## src/rtl/control_fetch_pkg.sv

```systemverilog
// Shared definitions for the fetch control sequencer and the fetch stage:
// FSM state encoding, algorithm select encoding and default widths.
package control_fetch_pkg;

  localparam int ALG_W_DEF  = 3;
  localparam int BLK_W_DEF  = 8;
  localparam int WD_W       = 6;
  localparam int WD_MAX_DEF = 63;

  typedef enum logic [1:0] {
    ST_IDLE   = 2'd0,
    ST_LOAD   = 2'd1,
    ST_RUN    = 2'd2,
    ST_FINISH = 2'd3
  } state_e;

  // Value presented on sel_dir selects the ROM start address of each algorithm.
  typedef enum logic [2:0] {
    ALG_ENC_XOR    = 3'd0,
    ALG_DEC_XOR    = 3'd1,
    ALG_ENC_SHIFT  = 3'd2,
    ALG_DEC_SHIFT  = 3'd3,
    ALG_ENC_CSHIFT = 3'd4,
    ALG_DEC_CSHIFT = 3'd5,
    ALG_ENC_ADD    = 3'd6,
    ALG_DEC_ADD    = 3'd7
  } alg_e;

endpackage

```

## src/rtl/control_fetch_watchdog_cnt.sv

```systemverilog
// Per-block run-length counter: synchronous clear, count enable, and a flag
// raised while the count sits at the terminal value.
module watchdog_cnt
  import control_fetch_pkg::*;
#(
  parameter logic [WD_W-1:0] TERM = 6'd63
) (
  input  logic clk,
  input  logic rst_n,
  input  logic clr,
  input  logic en,
  output logic term
);

  logic [WD_W-1:0] cnt_q;
  logic [WD_W-1:0] cnt_d;

  // Next count: clear dominates enable.
  always_comb begin
    cnt_d = cnt_q;
    if (clr) begin
      cnt_d = '0;
    end else if (en) begin
      cnt_d = cnt_q + WD_W'(1);
    end else begin
      cnt_d = cnt_q;
    end
  end

  // Count register.
  always_ff @(posedge clk) begin
    if (!rst_n) begin
      cnt_q <= '0;
    end else begin
      cnt_q <= cnt_d;
    end
  end

  assign term = (cnt_q == TERM);

endmodule

```

## src/rtl/control_fetch.sv

```systemverilog
// Block sequencer for the fetch stage: reloads the algorithm start address and
// flushes IF/ID once per block, then reports completion or a watchdog timeout.
module control_fetch
  import control_fetch_pkg::*;
#(
  parameter int ALG_W  = ALG_W_DEF,
  parameter int BLK_W  = BLK_W_DEF,
  parameter int WD_MAX = WD_MAX_DEF
) (
  input  logic             clk,
  input  logic             rst_n,
  input  logic             start,
  input  logic [ALG_W-1:0] alg_sel,
  input  logic [BLK_W-1:0] num_blocks,
  input  logic             end_of_alg,
  output logic             sel_pc,
  output logic [ALG_W-1:0] sel_dir,
  output logic             flush,
  output logic             busy,
  output logic [BLK_W-1:0] block_idx,
  output logic             done,
  output logic             error
);

  state_e           state_q, state_d;
  logic [ALG_W-1:0] sel_dir_q, sel_dir_d;
  logic [BLK_W-1:0] count_q, count_d;
  logic [BLK_W-1:0] block_idx_q, block_idx_d;
  logic             error_q, error_d;
  logic             wd_en, wd_clr, wd_term, last_blk;

  // The watchdog only counts in RUN; holding it clear elsewhere covers the LOAD clear.
  assign wd_en    = (state_q == ST_RUN);
  assign wd_clr   = (state_q != ST_RUN);
  assign last_blk = (block_idx_q == (count_q - BLK_W'(1)));

  watchdog_cnt #(
    .TERM (WD_W'(WD_MAX))
  ) u_wd (
    .clk   (clk),
    .rst_n (rst_n),
    .clr   (wd_clr),
    .en    (wd_en),
    .term  (wd_term)
  );

  // Next-state and register updates.
  always_comb begin
    state_d     = state_q;
    sel_dir_d   = sel_dir_q;
    count_d     = count_q;
    block_idx_d = block_idx_q;
    error_d     = error_q;
    case (state_q)
      ST_IDLE: begin
        if (start) begin
          sel_dir_d   = alg_sel;
          count_d     = num_blocks;
          block_idx_d = '0;
          error_d     = 1'b0;
          if (num_blocks != '0) begin
            state_d = ST_LOAD;
          end else begin
            state_d = ST_FINISH;
          end
        end else begin
          state_d = ST_IDLE;
        end
      end
      ST_LOAD: begin
        state_d = ST_RUN;
      end
      ST_RUN: begin
        // end_of_alg takes priority over a coincident timeout.
        if (end_of_alg) begin
          if (last_blk) begin
            state_d = ST_FINISH;
          end else begin
            block_idx_d = block_idx_q + BLK_W'(1);
            state_d     = ST_LOAD;
          end
        end else if (wd_term) begin
          error_d = 1'b1;
          state_d = ST_FINISH;
        end else begin
          state_d = ST_RUN;
        end
      end
      ST_FINISH: begin
        state_d = ST_IDLE;
      end
      default: begin
        state_d = ST_IDLE;
      end
    endcase
  end

  // State and datapath registers.
  always_ff @(posedge clk) begin
    if (!rst_n) begin
      state_q     <= ST_IDLE;
      sel_dir_q   <= '0;
      count_q     <= '0;
      block_idx_q <= '0;
      error_q     <= 1'b0;
    end else begin
      state_q     <= state_d;
      sel_dir_q   <= sel_dir_d;
      count_q     <= count_d;
      block_idx_q <= block_idx_d;
      error_q     <= error_d;
    end
  end

  assign sel_pc    = (state_q != ST_RUN);
  assign flush     = (state_q == ST_LOAD);
  assign busy      = (state_q != ST_IDLE);
  assign done      = (state_q == ST_FINISH);
  assign sel_dir   = sel_dir_q;
  assign block_idx = block_idx_q;
  assign error     = error_q;

endmodule
```

## config.mk

```make
export PLATFORM = sky130hd
export DESIGN_NAME = control_fetch
export DESIGN_NICKNAME = d
export VERILOG_FILES = /design/src/rtl/control_fetch_pkg.sv /design/src/rtl/control_fetch_watchdog_cnt.sv /design/src/rtl/control_fetch.sv
export SDC_FILE = /design/constraint.sdc
export NUM_CORES = 1
export LEC_CHECK = 0
export ABC_AREA = 1
export CAP_MARGIN = 30
export CORE_UTILIZATION = 35
export CTS_BUF_LIST = sky130_fd_sc_hd__clkbuf_8
export DETAILED_ROUTE_END_ITERATION = 7
export PLACE_DENSITY_LB_ADDON = 0.1
export SYNTH_ARGS = -nofsm -noshare
export SYNTH_HDL_FRONTEND = slang
export SYNTH_SLANG_ARGS = --single-unit
```

## constraint.sdc

```tcl
create_clock -name clk -period 2.56 [get_ports clk]
set_clock_uncertainty 0.2 [all_clocks]
set_input_delay 0.256 -clock clk [delete_from_list [all_inputs] [get_ports clk]]
set_output_delay 0.256 -clock clk [all_outputs]
set_load 0.01 [all_outputs]
```

==> Yosys cells after proc, flatten, opt, wreduce, memory -nomap -nowiden <==
Cells that the tools add are included.
{ "classes": {"n_addsub": 3, "n_eq_ne": 11, "mux": 14, "bitwise_logic": 1, "reduce_logical": 8} }
{ "op_table": {"columns": ["cell", "count"], "rows": [
  ["$mux W8", 3],
  ["$pmux W8 S2", 1],
  ["$ne A2 B2 Y1 const B", 6],
  ["$add A8 B1 Y8 const B", 1],
  ["$eq A8 B8 Y1", 1],
  ["$mux W2", 4],
  ["$pmux W2 S4", 1],
  ["$reduce_and A4 Y1", 2],
  ["$reduce_bool A8 Y1", 1],
  ["$sub A8 B1 Y8 const B", 1],
  ["$add A6 B1 Y6 const B", 1],
  ["$eq A6 B6 Y1 const B", 1],
  ["$eq A2 B2 Y1 const B", 2],
  ["$mux W1", 4],
  ["$reduce_bool A2 Y1", 2],
  ["$eq A2 B1 Y1 const B", 1],
  ["$logic_not A2 Y1", 1],
  ["$pmux W1 S2", 1],
  ["$reduce_and A2 Y1", 1],
  ["$reduce_or A2 Y1", 1],
  ["$not A1 Y1", 1]
]} }
{ "word_totals": {"reg_bits": 28, "input_bits": 15, "output_inout_bits": 16, "word_cells": 43} }

==> Depth between registers and ports, before layout <==
Gate-level depths: netlist of run 1.
{ "logic_depth": {"depth_word": 5, "ltp_mapped": 14, "ltp_nobuf": 14} }

==> Hierarchy <==
From an unflattened synthesis of run 1, not the netlist that was laid out.
{ "hier_totals": {"hier_cells": 235, "hier_area_um2": 1570.3} }
{ "by_module_without_submodules": {"columns": ["module", "instances", "cells_per_inst", "area_each_um2", "seq_area_each_um2"], "rows": [
  ["control_fetch", 1, 197, 1298.7, 440.4],
  ["watchdog_cnt", 1, 38, 271.5, 120.1]
]} }

==> Worst setup path before layout of run 1 <==
OpenSTA, ideal clock, no wires.
{ "synth_path": {"kind": "reg2reg", "start": "register count_q[0]", "end": "register block_idx_q[2], in the netlist block_idx[2]", "setup_ns": 0.070, "t_arrival_ns": 1.571, "required_ns": 2.290, "path_slack_ns": 0.718, "stages_incl_launch_ff": 15, "n_path_buf": 0, "period_less_slack_ns": 1.842, "cell_sequence": "dfxtp_1 -> inv_2 -> ha_1 -> inv_1 -> nand2_1 -> nand2_1 -> nor2_1 -> nand2_1 -> nor2_1 -> nand2_1 -> nor2_4 -> nand3_4 -> nand2_4 -> nand2_1 -> a21oi_1"} }
{ "synth_between": {"elab_chain_len": 4} }
{ "synth_lines": {"columns": ["item", "line", "source"], "rows": [
  ["from (decl)", "control_fetch.sv:27", "logic [BLK_W-1:0] count_q, count_d;"],
  ["from (signal assigned)", "control_fetch.sv:109", "count_q <= count_d;"],
  ["$sub A8 B1 Y8", "control_fetch.sv:35", "assign last_blk = (block_idx_q == (count_q - BLK_W'(1)));"],
  ["$eq A8 B8 Y1", "control_fetch.sv:35", null],
  ["$ne A2 B2 Y1 (no line)", null, null],
  ["$reduce_and A4 Y1 (no line)", null, null],
  ["to (signal assigned)", "control_fetch.sv:110", "block_idx_q <= block_idx_d;"],
  ["to (decl)", "control_fetch.sv:28", "logic [BLK_W-1:0] block_idx_q, block_idx_d;"]
]} }
Every way passes these cells.
A chain may end at the register's enable or synchronous reset.

==> Worst setup path in the final report of run 1 <==
{ "layout_path": {"start": "register state_q[0]", "end": "output sel_pc"} }
{ "layout_between": {"elab_chain_len": 1} }
{ "layout_lines": {"columns": ["item", "line", "source"], "rows": [
  ["from (decl)", "control_fetch.sv:25", "state_e state_q, state_d;"],
  ["from (signal assigned)", "control_fetch.sv:107", "state_q <= state_d;"],
  ["$ne A2 B2 Y1", "control_fetch.sv:115", "assign sel_pc = (state_q != ST_RUN);"],
  ["to (decl)", "control_fetch.sv:16", "output logic sel_pc,"]
]} }
Every way passes these cells.

==> results of run 1 <==
flip-flops by register name, indices dropped and copies added, names as in the netlist:
signal / cells
block_idx: 8
count_q: 8
error: 1
sel_dir: 3
state_q: 2
u_wd.cnt_q: 6
layout by cell type, fill, tap and decap left out, drive strengths merged:
cell type / count
clkbuf: 3
inv: 32
clkdlybuf4s50: 30
nor3: 4
a31oi: 1
nor4: 1
nor2: 40
nand2: 50
bufinv: 1
ha: 3
xnor2: 5
o21ai: 17
dfxtp: 28
xor2: 4
a21oi: 17
nand4: 1
nor3b: 3
buf: 2
nand3: 21
a211oi: 1
clkinv: 1
where the power goes:
part	internal, mW	total [mW]	switching [mW]
logic	0.0927	0.218	0.125
clock network	0.210	0.353	0.143
registers	0.457	0.476	0.0192
path summary, 6_finish.rpt:
| path | to | slack, ns | depth (start not counted) |
|---|---|---|---|
| worst min-delay path | u_wd.cnt_q[0] | 0.26 | 1 |
| worst max-delay path | sel_pc | 0.48 | 3 |
| worst min register to register | u_wd.cnt_q[0] | 0.26 | 1 |
| worst max register to register | block_idx[5] | 0.55 | 14 |
stage by stage:
stage                     area, um^2  utilization (%)
after floorplan                 1543                -
after global placement          1894            46.03
after detailed placement        1894            46.03
after CTS                       1966            47.77
after global routing            1966            47.77
final                           1966            47.77
critical path, delay by kind of cell, from the launching register on:
| family | cells | cell delay, ns |
|---|---|---|
| buf+inv | 2 | 0.67 |
| simple gates | 1 | 0.30 |
| flops | 1 | 0.37 |
kinds of logic (layout without fill, tap and decap cells):
kind of cell / after synthesis / in the layout / share of synthesized area [%]
adder cells (fa/ha/maj): 3 / 3 / 2.433
AO/OA/AOI/OAI: 36 / 36 / 12.17
AND/OR/NAND/NOR: 120 / 120 / 34.23
buffers and inverters: 39 / 69 / 9.732
flip-flops: 28 / 28 / 36.33
XOR/XNOR: 9 / 9 / 5.109
routing by layer:
metal,GRT usage (%),vias up
met5,0,-
met3,3.833,4
met4,6.250,0
met1,21.30,652
li1,-,804
met2,28.31,31
final cells by class:
class | instances | area (um^2) | share of cell area [%]
Multi-Input combinational cell | 168 | 832.0 | 42.33
Sequential cell | 28 | 560.5 | 28.52
Timing Repair Buffer | 32 | 315.3 | 16.04
Inverter | 33 | 123.9 | 6.302
Tap cell | 50 | 62.56 | 3.183
Clock buffer | 3 | 41.29 | 2.101
Clock inverter | 1 | 30.03 | 1.528
==> flow_summary.ini, run 1 <==
[die]
fp.coreArea_um2 = 4115
core.rowCount = 23
initial_core_util_pct = 37.49
die_x_um = 68.39
die-height_um = 68.39
die_area_um2 = 4677
io_pins = 31

[worst_hold_path]
holdCritStartpoint = u_wd.cnt_q[0]
hp-class = reg2reg

[clock_tree]
cts_hold_buf = 0
post_cts_buffers = 0
clockRootBuffer = clkbuf_8
htreeDepth = 1
clk_pin_slew_ns = 0.10
cts_made_buffers = 3
cts_resized = 0
clock_latency_ns = 0.28
numClockSinks = 28
cts_tree = yes
clockBufferDepth = 2

[sta]
period_needed_ns = 2.081
slew_violations = 0
setup_tns_ns = 0
rsz0062_at_grt = no
slew_headroom_pct = 67.48
min_period_over_period_pct = 81.29
fmax_mhz = 480.5
tightest_slew_ns = 0.4877
fin_ws_ns = 0.4790
whs_ns = 0.2575
final_hold_viol_count = 0
setup_viol = 0

[critical_path]
start_kind = flop
critical_path.cell_chain = inv_1 > nand2_1 > clkdlybuf4s50_1
critPathKind = reg2out
critical-path-max-stage-delay_ns = 0.61
path_max_fanout = 11
rr_startpoint = count_q[0]
cp_slowest_cell = clkdlybuf4s50_1
startpoint = state_q[0]
cp_data_required_time_ns = 2.10
cp_data_arrival_time_ns = 1.63
cp-end-kind = primary output

[yosys]
yosysWarnings = 0
yosys.area.top_type = dfxtp_1
synth_fp_nets = 253
postSynthCellCount = 235
syn_area_per_cell_um2 = 6.565
yosys_most_used_dff = dfxtp_1
syn_area_um2 = 1543
synthTopCellsByArea = dfxtp_1, nand2_1, nor2_1
synth_top_area_share_pct = 36.33
synth_edf_count = 0
ys_async_sr_fraction_pct = 0
synth.most_common_cell = nand2_1
synthDistinctLibCells = 25
ys_seq_elements = 28
yosysSeqAreaShare_pct = 36.33
synth_common_cells = nand2_1, nor2_1, inv_1

[detailed_routing]
vias = 1491
antenna_left = 0
vias_per_cell = 4.733
wl_per_cell_um = 11.11
wl_um = 3500
highest_layer = met4
drc_errors = 0
dr.pass1.iters = 5
drtIter0Drc = 69
dr_wl_met3_um = 134
route.met2.wl_um = 1607
wl_met1_um = 1706

[power_and_ir_drop]
power.density_nw_per_um2 = 532.5
total_power_mw = 1.047
peakVddDrop_v = 0.0002533
power.leakage_nw = 0.7812

[grt]
grt_usage_pct = 17.05
grt-ovfl-total = 0
grt_pass1_wl_um = 5892
grt_max_degree = 17
grt_pass1_vias = 1340
antenna_found_initial = 0

[placement]
hpwlAfterDp_um = 2705
dp_cells = 311
preCtsSetupSlack_ns = 0.5517
globalplace.congestion = 0.8464
port_buffers = 30

[final_layout]
fin_cells = 315
drive_gt1_share_pct = 5.283
nFillCells = 446
syn_to_final_growth_pct = 27.41
n_antenna_cell = 0
fin_nets = 284

[run]
drv_cap = 0

[run_status]
outcome = finished, final reports clean
(Power assumes the default switching activity.)
==> run 2, diff against run 1 <==
==> constraint.sdc (replaced) <==
create_clock -name clk -period 2.04 [get_ports clk]
set_clock_uncertainty 0.2 [all_clocks]
set_input_delay 0.204 -clock clk [delete_from_list [all_inputs] [get_ports clk]]
set_output_delay 0.204 -clock clk [all_outputs]
set_load 0.01 [all_outputs]
==> flow_summary.ini, run 2 (synthesis results as in run 1) <==
[final_layout]
nFillCells = 442
syn_to_final_growth_pct = 34.96
fin_nets = 295
final_cell_mix = nand2_1, nor2_1, clkdlybuf4s50_1, inv_1, dfxtp_1
n_antenna_cell = 0
layout_commonest_cell = nand2_1
postLayoutCoreUtil_pct = 50.59
stdcell_area_um2 = 2082
drive_gt1_share_pct = 13.45

[power_and_ir_drop]
pwr-share-clk_pct = 25.2
combPwrFrac_pct = 25.1
peakVddDrop_v = 0.0003368
seq_power_share_pct = 49.7
sw_frac_of_total_pct = 30.21
power_switching_mw = 0.3642
power.density_nw_per_um2 = 579.0
total_power_mw = 1.206
p_int_mw = 0.8414
power.leakage_nw = 0.8323

[detailed_routing]
wl_um = 3787
drtIter0Drc = 78
antenna_left = 0
wl_per_cell_um = 11.65
dr.pass1.iters = 6
vias = 1582
drc_errors = 0
vias_per_cell = 4.868

[critical_path]
cp_data_required_time_ns = 2.02
start_kind = flop
critPathKind = reg2reg
path_max_fanout = 5
crit_top_cell = nand2_1
cp_slowest_cell = dfxtp_2
cp-end-kind = flop
cp_data_arrival_time_ns = 1.99
critical-path-max-stage-delay_ns = 0.37
critical_path.cell_chain = inv_4 > ha_4 > inv_2 > nand2_1 > nand2_1 > nor2_1 > nand2_1 > nor2_1 > nand2_1 > nor2_4 > nand3_4 > buf_12 > a21oi_2 > nor2_1

[sta]
fmax_mhz = 498.0
slew_violations = 0
whs_ns = 0.2589
rsz0062_at_grt = yes
min_period_over_period_pct = 98.42
final_hold_viol_count = 0
tightest_slew_ns = 0.3235
slew_headroom_pct = 78.24
period_needed_ns = 2.008
setup_viol = 0

[die]
core.rowCount = 23
die_area_um2 = 4677
fp.coreArea_um2 = 4115
initial_core_util_pct = 37.49
io_pins = 31
die-height_um = 68.39
die_x_um = 68.39

[clock_tree]
htreeDepth = 1
cts_tree = yes
clockBufferDepth = 2
numClockSinks = 28
clock_latency_ns = 0.28
cts_made_buffers = 3
cts_hold_buf = 0
clockRootBuffer = clkbuf_8
clk_pin_slew_ns = 0.09

[grt]
antenna_found_initial = 0
grt_pass1_vias = 1297
grt_max_degree = 15
grt-ovfl-total = 0
grt_pass1_wl_um = 5996
grt_usage_pct = 17.24

[worst_hold_path]
hp-class = reg2reg

[run_status]
outcome = finished, final reports clean

[placement]
hpwlAfterDp_um = 2849
dpl_cell_area_um2 = 1947
globalplace.congestion = 0.8926
port_buffers = 30

[run]
drv_cap = 0
## run 2: cell types whose count changed in the layout (fill, tap and decap cells not counted), sizes merged
cell    change
buf        +11
bufinv      -1
## run 2: repair_timing
item	CTS	global route
resized for setup	0	15
buffers inserted	0	4
setup endpoints to repair	0	8
## run 2: through the flow
step                      cells  TNS, ns  worst slack, ns
after floorplan             235        0           0.1981
final                       325        0          0.03216
after global routing        325  -0.6753          -0.1027
after global placement      318        0          0.07092
after CTS                   321        0          0.01010
after detailed placement    318        0          0.02745
## run 2: worst paths after layout
path	to	start	slack, ns	cells past startpoint
worst max-delay path	block_idx[0]	count_q[0]	0.03	14
worst min-delay path	u_wd.cnt_q[0]	u_wd.cnt_q[0]	0.26	1
worst min register to register	u_wd.cnt_q[0]	u_wd.cnt_q[0]	0.26	1
worst max register to register	block_idx[0]	count_q[0]	0.03	14
## run 2: layout make-up
class                           instances  area (um^2)  share of cell area (%)
Clock buffer                            3        41.29                   1.983
Inverter                               33        126.4                   6.070
Multi-Input combinational cell        168        874.6                   42.01
Sequential cell                        28        563.0                   27.04
Tap cell                               50        62.56                   3.005
Timing Repair Buffer                   43        414.1                   19.89
## run 2: per-layer routing
metal,vias to the layer above,GRT usage [%],routed length (um)
met5,-,0,0
met4,0,5.469,44
met3,5,3.000,157
met2,46,28.06,1742
met1,707,22.85,1841
li1,824,-,-
## run 2: power groups by stage
stage / Clock, mW / Sequential [mW] / Combinational, mW
after global placement: 0 / 0.610 / 0.286
after CTS: 0.315 / 0.598 / 0.286
final: 0.304 / 0.599 / 0.303
after detailed placement: 0 / 0.610 / 0.284
after global routing: 0.338 / 0.603 / 0.337
after floorplan: 0 / 0.608 / 0.178
## run 2: critical path: cells and delay by family, from the launching register on
kind / cells / cell delay, ns
AO/OA/AOI/OAI: 1 / 0.10
buffers and inverters: 3 / 0.24
adder cells (fa/ha/maj): 1 / 0.26
flip-flops: 1 / 0.37
AND/OR/NAND/NOR: 9 / 0.73
